`src/rtl/regfile_pkg.sv`:
```
// Shared definitions for the register file with load scoreboard.
// Holds the default geometry, the register index type and a ceiling-log2
// helper used to size the outstanding-load counter.
package regfile_pkg;

  localparam int DATA_W_DEF = 24;
  localparam int ADDR_W_DEF = 4;

  typedef logic [ADDR_W_DEF-1:0] reg_idx_t;

  // Smallest width w such that 2**w >= value (minimum 1 bit for value <= 2).
  function automatic int clog2(input int value);
    int result;
    result = 32'sd0;
    while ((32'sd1 << result) < value) begin
      result = result + 32'sd1;
    end
    if (result < 32'sd1) begin
      result = 32'sd1;
    end else begin
      result = result;
    end
    return result;
  endfunction

endpackage

```
`src/rtl/regfile_scoreboard_if.sv`:
```
// Bus bundle between the pipeline and the register file / scoreboard.
// master : pipeline side (drives read indices, write ports, load events)
// slave  : register file side (returns read data, Hazard, PendFull, ErrFlag)
// Signals: RS, RT, ReadRS, ReadRT, RegWrite, RD, WriteData, LoadIssue,
//          LoadIssueRD, LoadWrite, LoadRD, LoadData, Hazard, PendFull, ErrFlag.
interface regfile_scoreboard_if
  import regfile_pkg::*;
#(
  parameter int DATA_W = DATA_W_DEF,
  parameter int ADDR_W = ADDR_W_DEF
);

  logic [ADDR_W-1:0] RS;
  logic [ADDR_W-1:0] RT;
  logic [DATA_W-1:0] ReadRS;
  logic [DATA_W-1:0] ReadRT;
  logic              RegWrite;
  logic [ADDR_W-1:0] RD;
  logic [DATA_W-1:0] WriteData;
  logic              LoadIssue;
  logic [ADDR_W-1:0] LoadIssueRD;
  logic              LoadWrite;
  logic [ADDR_W-1:0] LoadRD;
  logic [DATA_W-1:0] LoadData;
  logic              Hazard;
  logic              PendFull;
  logic              ErrFlag;

  modport master (
    output RS, RT, RegWrite, RD, WriteData,
    output LoadIssue, LoadIssueRD, LoadWrite, LoadRD, LoadData,
    input  ReadRS, ReadRT, Hazard, PendFull, ErrFlag
  );

  modport slave (
    input  RS, RT, RegWrite, RD, WriteData,
    input  LoadIssue, LoadIssueRD, LoadWrite, LoadRD, LoadData,
    output ReadRS, ReadRT, Hazard, PendFull, ErrFlag
  );

endinterface

```
`src/rtl/regfile_pend_counter.sv`:
```
// Up/down saturating counter of outstanding loads.
// Ports: clk, rst (async active-high), inc / dec (one-cycle requests),
//        full (count == MAX_PENDING), empty (count == 0, underflow guard).
// Requests that would overflow or underflow are ignored; the caller decides
// whether that is a protocol error.
module regfile_pend_counter
  import regfile_pkg::*;
#(
  parameter int MAX_PENDING = 4,
  parameter int CNT_W       = clog2(MAX_PENDING + 32'sd1)
) (
  input  logic clk,
  input  logic rst,
  input  logic inc,
  input  logic dec,
  output logic full,
  output logic empty
);

  localparam logic [CNT_W-1:0] CNT_ONE = {{(CNT_W-1){1'b0}}, 1'b1};
  localparam logic [CNT_W-1:0] CNT_MAX = CNT_W'(MAX_PENDING);

  logic [CNT_W-1:0] count_r;
  logic             full_s;
  logic             empty_s;

  // Limit flags decoded from the current count.
  always_comb begin
    full_s  = (count_r == CNT_MAX);
    empty_s = (count_r == {CNT_W{1'b0}});
  end

  // Count register: saturates at both ends.
  always_ff @(posedge clk or posedge rst) begin
    if (rst) begin
      count_r <= {CNT_W{1'b0}};
    end else if (inc && !full_s) begin
      count_r <= count_r + CNT_ONE;
    end else if (dec && !empty_s) begin
      count_r <= count_r - CNT_ONE;
    end else begin
      count_r <= count_r;
    end
  end

  assign full  = full_s;
  assign empty = empty_s;

endmodule

```
`src/rtl/regfile_scoreboard.sv`:
```
// Parametrised register file with two combinational read ports, ALU and
// load writeback ports, and a per-register busy scoreboard that lets the
// in-order pipeline stall on RAW hazards against multi-cycle loads.
// Ports: Clock, Reset (async active-high), bus (regfile_scoreboard_if.slave).
// Optional feature: define REGFILE_BYPASS_EN for same-cycle write-to-read
// forwarding (ALU over load) and for dropping Hazard on a register whose
// load data returns this cycle. Without it, writes are visible next cycle.
module regfile_scoreboard
  import regfile_pkg::*;
#(
  parameter int DATA_W      = DATA_W_DEF,
  parameter int ADDR_W      = ADDR_W_DEF,
  parameter int MAX_PENDING = 4,
  parameter int ZERO_REG    = 1
) (
  input  logic                 Clock,
  input  logic                 Reset,
  regfile_scoreboard_if.slave  bus
);

  localparam int NUM_REGS = 2 ** ADDR_W;
  localparam int CNT_W    = clog2(MAX_PENDING + 32'sd1);
  localparam bit ZERO_EN  = (ZERO_REG != 32'sd0);

  logic [DATA_W-1:0]   regs_r [NUM_REGS];
  logic [NUM_REGS-1:0] busy_r;
  logic [NUM_REGS-1:0] busy_nxt_s;
  logic [NUM_REGS-1:0] haz_busy_s;
  logic                err_r;
  logic                err_set_s;
  logic                alu_we_s;
  logic                load_we_s;
  logic                issue_v_s;
  logic                same_idx_s;
  logic                issue_drop_s;
  logic                issue_acc_s;
  logic                lw_bad_s;
  logic                issue_busy_s;
  logic                waw_s;
  logic                cnt_inc_s;
  logic                cnt_dec_s;
  logic                cnt_full_s;
  logic                cnt_empty_s;
  logic [DATA_W-1:0]   read_rs_s;
  logic [DATA_W-1:0]   read_rt_s;

  function automatic logic is_zero_idx(input logic [ADDR_W-1:0] idx);
    return ZERO_EN && (idx == {ADDR_W{1'b0}});
  endfunction

  // Write enables after the register-0 drop; ALU wins a same-index clash.
  always_comb begin
    alu_we_s  = bus.RegWrite & ~is_zero_idx(bus.RD);
    load_we_s = bus.LoadWrite & ~is_zero_idx(bus.LoadRD)
              & ~(alu_we_s & (bus.RD == bus.LoadRD));
  end

  // Register array; the load port is applied first so the ALU write dominates.
  always_ff @(posedge Clock or posedge Reset) begin
    if (Reset) begin
      for (int i = 0; i < NUM_REGS; i++) begin
        regs_r[i] <= {DATA_W{1'b0}};
      end
    end else begin
      if (load_we_s) begin
        regs_r[bus.LoadRD] <= bus.LoadData;
      end
      if (alu_we_s) begin
        regs_r[bus.RD] <= bus.WriteData;
      end
    end
  end

  // Scoreboard decisions for this cycle's issue / retire events.
  // An issue and a retire in the same cycle leave the count untouched; a
  // same-index pair means the new load supersedes the returning one.
  always_comb begin
    issue_v_s    = bus.LoadIssue & ~is_zero_idx(bus.LoadIssueRD);
    same_idx_s   = issue_v_s & bus.LoadWrite & (bus.LoadIssueRD == bus.LoadRD);
    issue_drop_s = issue_v_s & cnt_full_s & ~bus.LoadWrite;
    issue_acc_s  = issue_v_s & ~issue_drop_s;
    lw_bad_s     = bus.LoadWrite & (cnt_empty_s | ~busy_r[bus.LoadRD]);
    issue_busy_s = issue_acc_s & busy_r[bus.LoadIssueRD] & ~same_idx_s;
    waw_s        = bus.RegWrite & bus.LoadWrite & (bus.RD == bus.LoadRD);
    cnt_inc_s    = issue_acc_s & ~bus.LoadWrite;
    cnt_dec_s    = bus.LoadWrite & ~issue_v_s & ~lw_bad_s;
    err_set_s    = waw_s | issue_drop_s | lw_bad_s | issue_busy_s;
    busy_nxt_s   = busy_r;
    for (int i = 0; i < NUM_REGS; i++) begin
      busy_nxt_s[i] = (busy_r[i] & ~(bus.LoadWrite & (bus.LoadRD == ADDR_W'(i))))
                    | (issue_acc_s & (bus.LoadIssueRD == ADDR_W'(i)));
    end
  end

  // Busy vector register.
  always_ff @(posedge Clock or posedge Reset) begin
    if (Reset) begin
      busy_r <= {NUM_REGS{1'b0}};
    end else begin
      busy_r <= busy_nxt_s;
    end
  end

  // Sticky protocol-violation flag.
  always_ff @(posedge Clock or posedge Reset) begin
    if (Reset) begin
      err_r <= 1'b0;
    end else begin
      err_r <= err_r | err_set_s;
    end
  end

  regfile_pend_counter #(
    .MAX_PENDING (MAX_PENDING),
    .CNT_W       (CNT_W)
  ) u_pend_counter (
    .clk   (Clock),
    .rst   (Reset),
    .inc   (cnt_inc_s),
    .dec   (cnt_dec_s),
    .full  (cnt_full_s),
    .empty (cnt_empty_s)
  );

  // Busy bits as seen by the hazard check.
  always_comb begin
    haz_busy_s = busy_r;
    for (int i = 0; i < NUM_REGS; i++) begin
`ifdef REGFILE_BYPASS_EN
      haz_busy_s[i] = busy_r[i] & ~(ZERO_EN && (i == 32'sd0))
                    & ~(bus.LoadWrite & (bus.LoadRD == ADDR_W'(i)));
`else
      haz_busy_s[i] = busy_r[i] & ~(ZERO_EN && (i == 32'sd0));
`endif
    end
  end

  // Read port RS. Forwarding is suppressed while Reset is held so reads stay 0.
  always_comb begin
    read_rs_s = regs_r[bus.RS];
    if (is_zero_idx(bus.RS)) begin
      read_rs_s = {DATA_W{1'b0}};
`ifdef REGFILE_BYPASS_EN
    end else if (!Reset && bus.RegWrite && (bus.RD == bus.RS)) begin
      read_rs_s = bus.WriteData;
    end else if (!Reset && bus.LoadWrite && (bus.LoadRD == bus.RS)) begin
      read_rs_s = bus.LoadData;
`endif
    end else begin
      read_rs_s = regs_r[bus.RS];
    end
  end

  // Read port RT, same selection as RS.
  always_comb begin
    read_rt_s = regs_r[bus.RT];
    if (is_zero_idx(bus.RT)) begin
      read_rt_s = {DATA_W{1'b0}};
`ifdef REGFILE_BYPASS_EN
    end else if (!Reset && bus.RegWrite && (bus.RD == bus.RT)) begin
      read_rt_s = bus.WriteData;
    end else if (!Reset && bus.LoadWrite && (bus.LoadRD == bus.RT)) begin
      read_rt_s = bus.LoadData;
`endif
    end else begin
      read_rt_s = regs_r[bus.RT];
    end
  end

  assign bus.ReadRS   = read_rs_s;
  assign bus.ReadRT   = read_rt_s;
  assign bus.Hazard   = haz_busy_s[bus.RS] | haz_busy_s[bus.RT];
  assign bus.PendFull = cnt_full_s;
  assign bus.ErrFlag  = err_r;

endmodule
```
`src/flat_wrapper.sv`:
```
// flat-port wrapper written by rule: the top's interface ports become plain ports
module regfile_scoreboard_flat import regfile_pkg::*;
#(
  parameter int DATA_W      = DATA_W_DEF,
  parameter int ADDR_W      = ADDR_W_DEF,
  parameter int MAX_PENDING = 4,
  parameter int ZERO_REG    = 1
)
  (Clock, Reset, bus_RS, bus_RT, bus_RegWrite, bus_RD, bus_WriteData, bus_LoadIssue, bus_LoadIssueRD, bus_LoadWrite, bus_LoadRD, bus_LoadData, bus_ReadRS, bus_ReadRT, bus_Hazard, bus_PendFull, bus_ErrFlag);
  regfile_scoreboard_if #(.DATA_W(DATA_W), .ADDR_W(ADDR_W)) bus_i ();
  input  logic Clock;
  input  logic Reset;
  input wire logic [$bits(bus_i.RS)-1:0] bus_RS;
  input wire logic [$bits(bus_i.RT)-1:0] bus_RT;
  input wire logic [$bits(bus_i.RegWrite)-1:0] bus_RegWrite;
  input wire logic [$bits(bus_i.RD)-1:0] bus_RD;
  input wire logic [$bits(bus_i.WriteData)-1:0] bus_WriteData;
  input wire logic [$bits(bus_i.LoadIssue)-1:0] bus_LoadIssue;
  input wire logic [$bits(bus_i.LoadIssueRD)-1:0] bus_LoadIssueRD;
  input wire logic [$bits(bus_i.LoadWrite)-1:0] bus_LoadWrite;
  input wire logic [$bits(bus_i.LoadRD)-1:0] bus_LoadRD;
  input wire logic [$bits(bus_i.LoadData)-1:0] bus_LoadData;
  output wire logic [$bits(bus_i.ReadRS)-1:0] bus_ReadRS;
  output wire logic [$bits(bus_i.ReadRT)-1:0] bus_ReadRT;
  output wire logic [$bits(bus_i.Hazard)-1:0] bus_Hazard;
  output wire logic [$bits(bus_i.PendFull)-1:0] bus_PendFull;
  output wire logic [$bits(bus_i.ErrFlag)-1:0] bus_ErrFlag;
  assign bus_i.RS = bus_RS;
  assign bus_i.RT = bus_RT;
  assign bus_i.RegWrite = bus_RegWrite;
  assign bus_i.RD = bus_RD;
  assign bus_i.WriteData = bus_WriteData;
  assign bus_i.LoadIssue = bus_LoadIssue;
  assign bus_i.LoadIssueRD = bus_LoadIssueRD;
  assign bus_i.LoadWrite = bus_LoadWrite;
  assign bus_i.LoadRD = bus_LoadRD;
  assign bus_i.LoadData = bus_LoadData;
  assign bus_ReadRS = bus_i.ReadRS;
  assign bus_ReadRT = bus_i.ReadRT;
  assign bus_Hazard = bus_i.Hazard;
  assign bus_PendFull = bus_i.PendFull;
  assign bus_ErrFlag = bus_i.ErrFlag;
  regfile_scoreboard #(.DATA_W(DATA_W), .ADDR_W(ADDR_W), .MAX_PENDING(MAX_PENDING), .ZERO_REG(ZERO_REG)) u_core (.Clock(Clock), .Reset(Reset), .bus(bus_i));
endmodule
```
`config.mk`:
```
export PLATFORM = sky130hd
export DESIGN_NAME = regfile_scoreboard_flat
export DESIGN_NICKNAME = d
export VERILOG_FILES = /design/src/rtl/regfile_pkg.sv /design/src/rtl/regfile_scoreboard_if.sv /design/src/rtl/regfile_pend_counter.sv /design/src/rtl/regfile_scoreboard.sv /design/src/flat_wrapper.sv
export SDC_FILE = /design/constraint.sdc
export NUM_CORES = 2
export LEC_CHECK = 0
export BUFFER_PORTS_ARGS = -buffer_cell sky130_fd_sc_hd__buf_2
export CORE_ASPECT_RATIO = 1.2
export CORE_MARGIN = 3
export CORE_UTILIZATION = 50
export CTS_CLUSTER_DIAMETER = 120
export DETAILED_ROUTE_END_ITERATION = 7
export MAX_ROUTING_LAYER = met4
export PLACE_DENSITY = 0.67
export RECOVER_POWER = 50
export SLEW_MARGIN = 20
export SYNTH_ARGS = -nofsm -noshare
export SYNTH_HDL_FRONTEND = slang
export SYNTH_HIERARCHICAL = 1
export SYNTH_SLANG_ARGS = --single-unit
export TNS_END_PERCENT = 50
```
`constraint.sdc`:
```
create_clock -name Clock -period 18.4 [get_ports Clock]
set_clock_uncertainty 0.05 [all_clocks]
set_input_delay 3.68 -clock Clock [delete_from_list [all_inputs] [get_ports Clock]]
set_output_delay 3.68 -clock Clock [all_outputs]
set_load 0.005 [all_outputs]
```
==> qor.yml <==
reg2regPathDepth: 9
finalCriticalPeriod_ps: 10420
gp_congestion: 0.8678
finalPower_w: 0.003042
drv_cap: 4
grt_pass1_wl_mm: 120.7
finalSetupViolations: 0
cts.sinks: 403
synthSimpleGateAreaFrac_pct: 7.850
track_usage_pct: 30.97
crit_fanout: 56
seq_power_share_pct: 42.9
postLayoutCellArea_um2: 27420
layout.nets: 2237
num_vias: 18700
drt_iter0_markers: 2096
syn_area_um2: 25490
avgSynthCellArea_um2: 11.58
p_leak_nw: 10.32
port_buffers: 123
synth_warnings: 6
ant_nets: 0
cp_data_required_time_ps: 14670
vias_per_cell: 6.570
comb_power_share_pct: 26.4
final_cell_mix: "403 x dfrtp_1, 369 x nor2_1, 363 x mux2i_1"
tightest_slew_ps: 5079
cts_made_buffers: 44
ys_types: 57
coreArea_um2: 50340
synthArstFlopShare_pct: 100.0
min_from: "u_core/regs_r[381]"
grt_overflow_total: 0
ys_seq_area_share_pct: 39.57
layout-drive-gt1-share_pct: 23.96
synth-edff-count: 0
htreeDepth: 2
slew_headroom_pct: -240.5
cellInternalPower_w: 0.002139
grt_max_degree: 156
die_h_um: 253.3
cp-end-kind: "primary output"
fmax_mhz: 95.96
reg2reg_slack_ps: 15390
dieWidth_um: 212.1
boundaryPins: 124
clk_path_buf_depth: 3
detail_route.first_pass.iterations: 7
violations: "max-capacitance violations, max-slew violations"
clockPowerShare_pct: 30.7
synthCells: 2201
cts_setup_buffers: 0
timing.rr.end: "u_core/u_pend_counter/count_r[2]"
crit_path_start_kind: "primary input"
report.final.slew_viol_count: 268
ctsResizeCount: 0
crit_arrival_ps: 6690
dp_hpwl_mm: 43.56
clock_latency_ps: 570
final.setup.worst_slack_ps: 7979
worst_hold_path_type: "reg2reg"
synth_top_family_by_area: "multiplexers"
die_area_um2: 53730
synth-compound-area-share_pct: 9.721
hold_buffers: 0
cts_root_buf: "clkbuf_16"
grt_pass1_vias: 18920
syn2layout_area_growth_pct: 7.575
postPlaceCellArea_um2: 25930
antenna_found_initial: 3
cts_tree: "built"
rsz0062_at_grt: "no"
hold_path_end: "u_core/regs_r[381]"
status: "complete, but fails checks"
wl_mm: 79.63
p_per_area_nw_per_um2: 110.9
hold_viol_final: 0
place_worst_setup_slack_ps: 7899
rr_startpoint: "u_core/u_pend_counter/count_r[0]"
sw_frac_of_total_pct: 29.67
synth_xor_area_share_pct: 0.2062
rows: 90
switchingPower_w: 0.0009025
start_util_pct: 50.63
ir_drop_uv: 73.02
synth_adder_area_share_pct: 0.07855
yosys-mux-area-fraction_pct: 36.81
ys.flop_type: "dfrtp_1"
synth_nets: 2275
clkTransAtPathRegs_ps: 60
synth_seq_cells: 403
avgRoutedWirePerCell_um: 27.98
drc_errors: 0
post-route-period-util_pct: 56.63
worst-setup-path-type: "in2out"
holdPathStages: 0
tns_ps: 0
final_common_cell: "dfrtp_1"
[stage by stage]
| stage | instances | hold slack (ps) | utilization (%) |
|---|---|---|---|
| 2_1_floorplan | 2201 | 374.6 | - |
| 3_3_place_gp | 2760 | 319.7 | 51.50 |
| 3_5_place_dp | 2761 | 318.5 | 51.52 |
| 4_1_cts | 2839 | 334.1 | 54.49 |
| 5_1_grt | 2842 | 353.1 | 54.45 |
| 6_report | 2846 | 337.5 | 54.47 |
[state kept, by name (all words and copies together) (netlist names)]
signal / flops
u_core/bus.ErrFlag: 1
u_core/regs_r: 383
u_core/u_pend_counter/count_r: 3
u_core/busy_r: 16
[synthesized netlist by cell type (6+ instances only)]
cell type | number | area share (%)
buf_6 | 24 | 1.1
clkbuf_1 | 154 | 2.3
nor2_1 | 369 | 5.4
xnor2_1 | 6 | 0.21
inv_1 | 8 | 0.12
nor2b_1 | 50 | 1.2
buf_8 | 20 | 1.2
nand2_1 | 21 | 0.31
o21ai_0 | 29 | 0.57
mux4_2 | 251 | 22
buf_1 | 32 | 0.47
buf_4 | 11 | 0.32
buf_2 | 13 | 0.26
mux2i_1 | 363 | 14
a211oi_4 | 15 | 1.2
a21oi_1 | 361 | 7.1
dfrtp_1 | 403 | 40
[cell families (layout without fill, tap and decap cells)]
family | after synthesis | count (layout)
multiplexers | 622 | 622
AND/OR/NAND/NOR | 473 | 473
AO/OA/AOI/OAI | 432 | 432
flip-flops | 403 | 403
buffers and inverters | 264 | 258
XOR/XNOR | 6 | 6
adder cells (fa/ha/maj) | 1 | 1
other | 0 | 7
[cell type report]
type | instances | area (um2)
fillers | 4240 | 22920
clock buffers | 66 | 1305
inverters | 9 | 35.03
flip-flops and latches | 403 | 10080
diodes | 7 | 17.52
well taps | 644 | 805.8
clock inverters | 12 | 192.7
multi-input cells | 1534 | 13980
repair buffers | 171 | 997.2
[routing by layer]
metal  GRT usage [%]  vias up  share of wire, %
li1                -     8026                 -
met1           38.15     9448                37
met3           5.254      270               7.8
met5               -        -                 0
met2           50.16      954                50
met4           14.53        0               5.3
[how the worst max path moves through the flow]
stage,from,endpoint,cells past startpoint
2_1_floorplan,Reset,u_core/bus.ErrFlag,1
3_3_place_gp,bus_RT[0],bus_Hazard,6
3_5_place_dp,bus_RT[0],bus_Hazard,6
4_1_cts,bus_RT[0],bus_Hazard,6
5_1_grt,Reset,u_core/regs_r[374],3
6_report,bus_RT[0],bus_Hazard,6
[critical path, stage by stage]
cell    delay, ps
buf_6         620
buf_4         870
mux4_2        600
mux4_2        460
or2_1         260
buf_2         140
[power by group through the flow]
| stage | logic (W) | registers [W] | clock network, W |
|---|---|---|---|
| 2_1_floorplan | 0.000640 | 0.00124 | 0 |
| 3_3_place_gp | 0.000779 | 0.00129 | 0 |
| 3_5_place_dp | 0.000808 | 0.00131 | 0 |
| 4_1_cts | 0.000809 | 0.00129 | 0.000948 |
| 5_1_grt | 0.000878 | 0.00133 | 0.000981 |
| 6_report | 0.000804 | 0.00130 | 0.000933 |
Power figures use the tool's default switching activity.
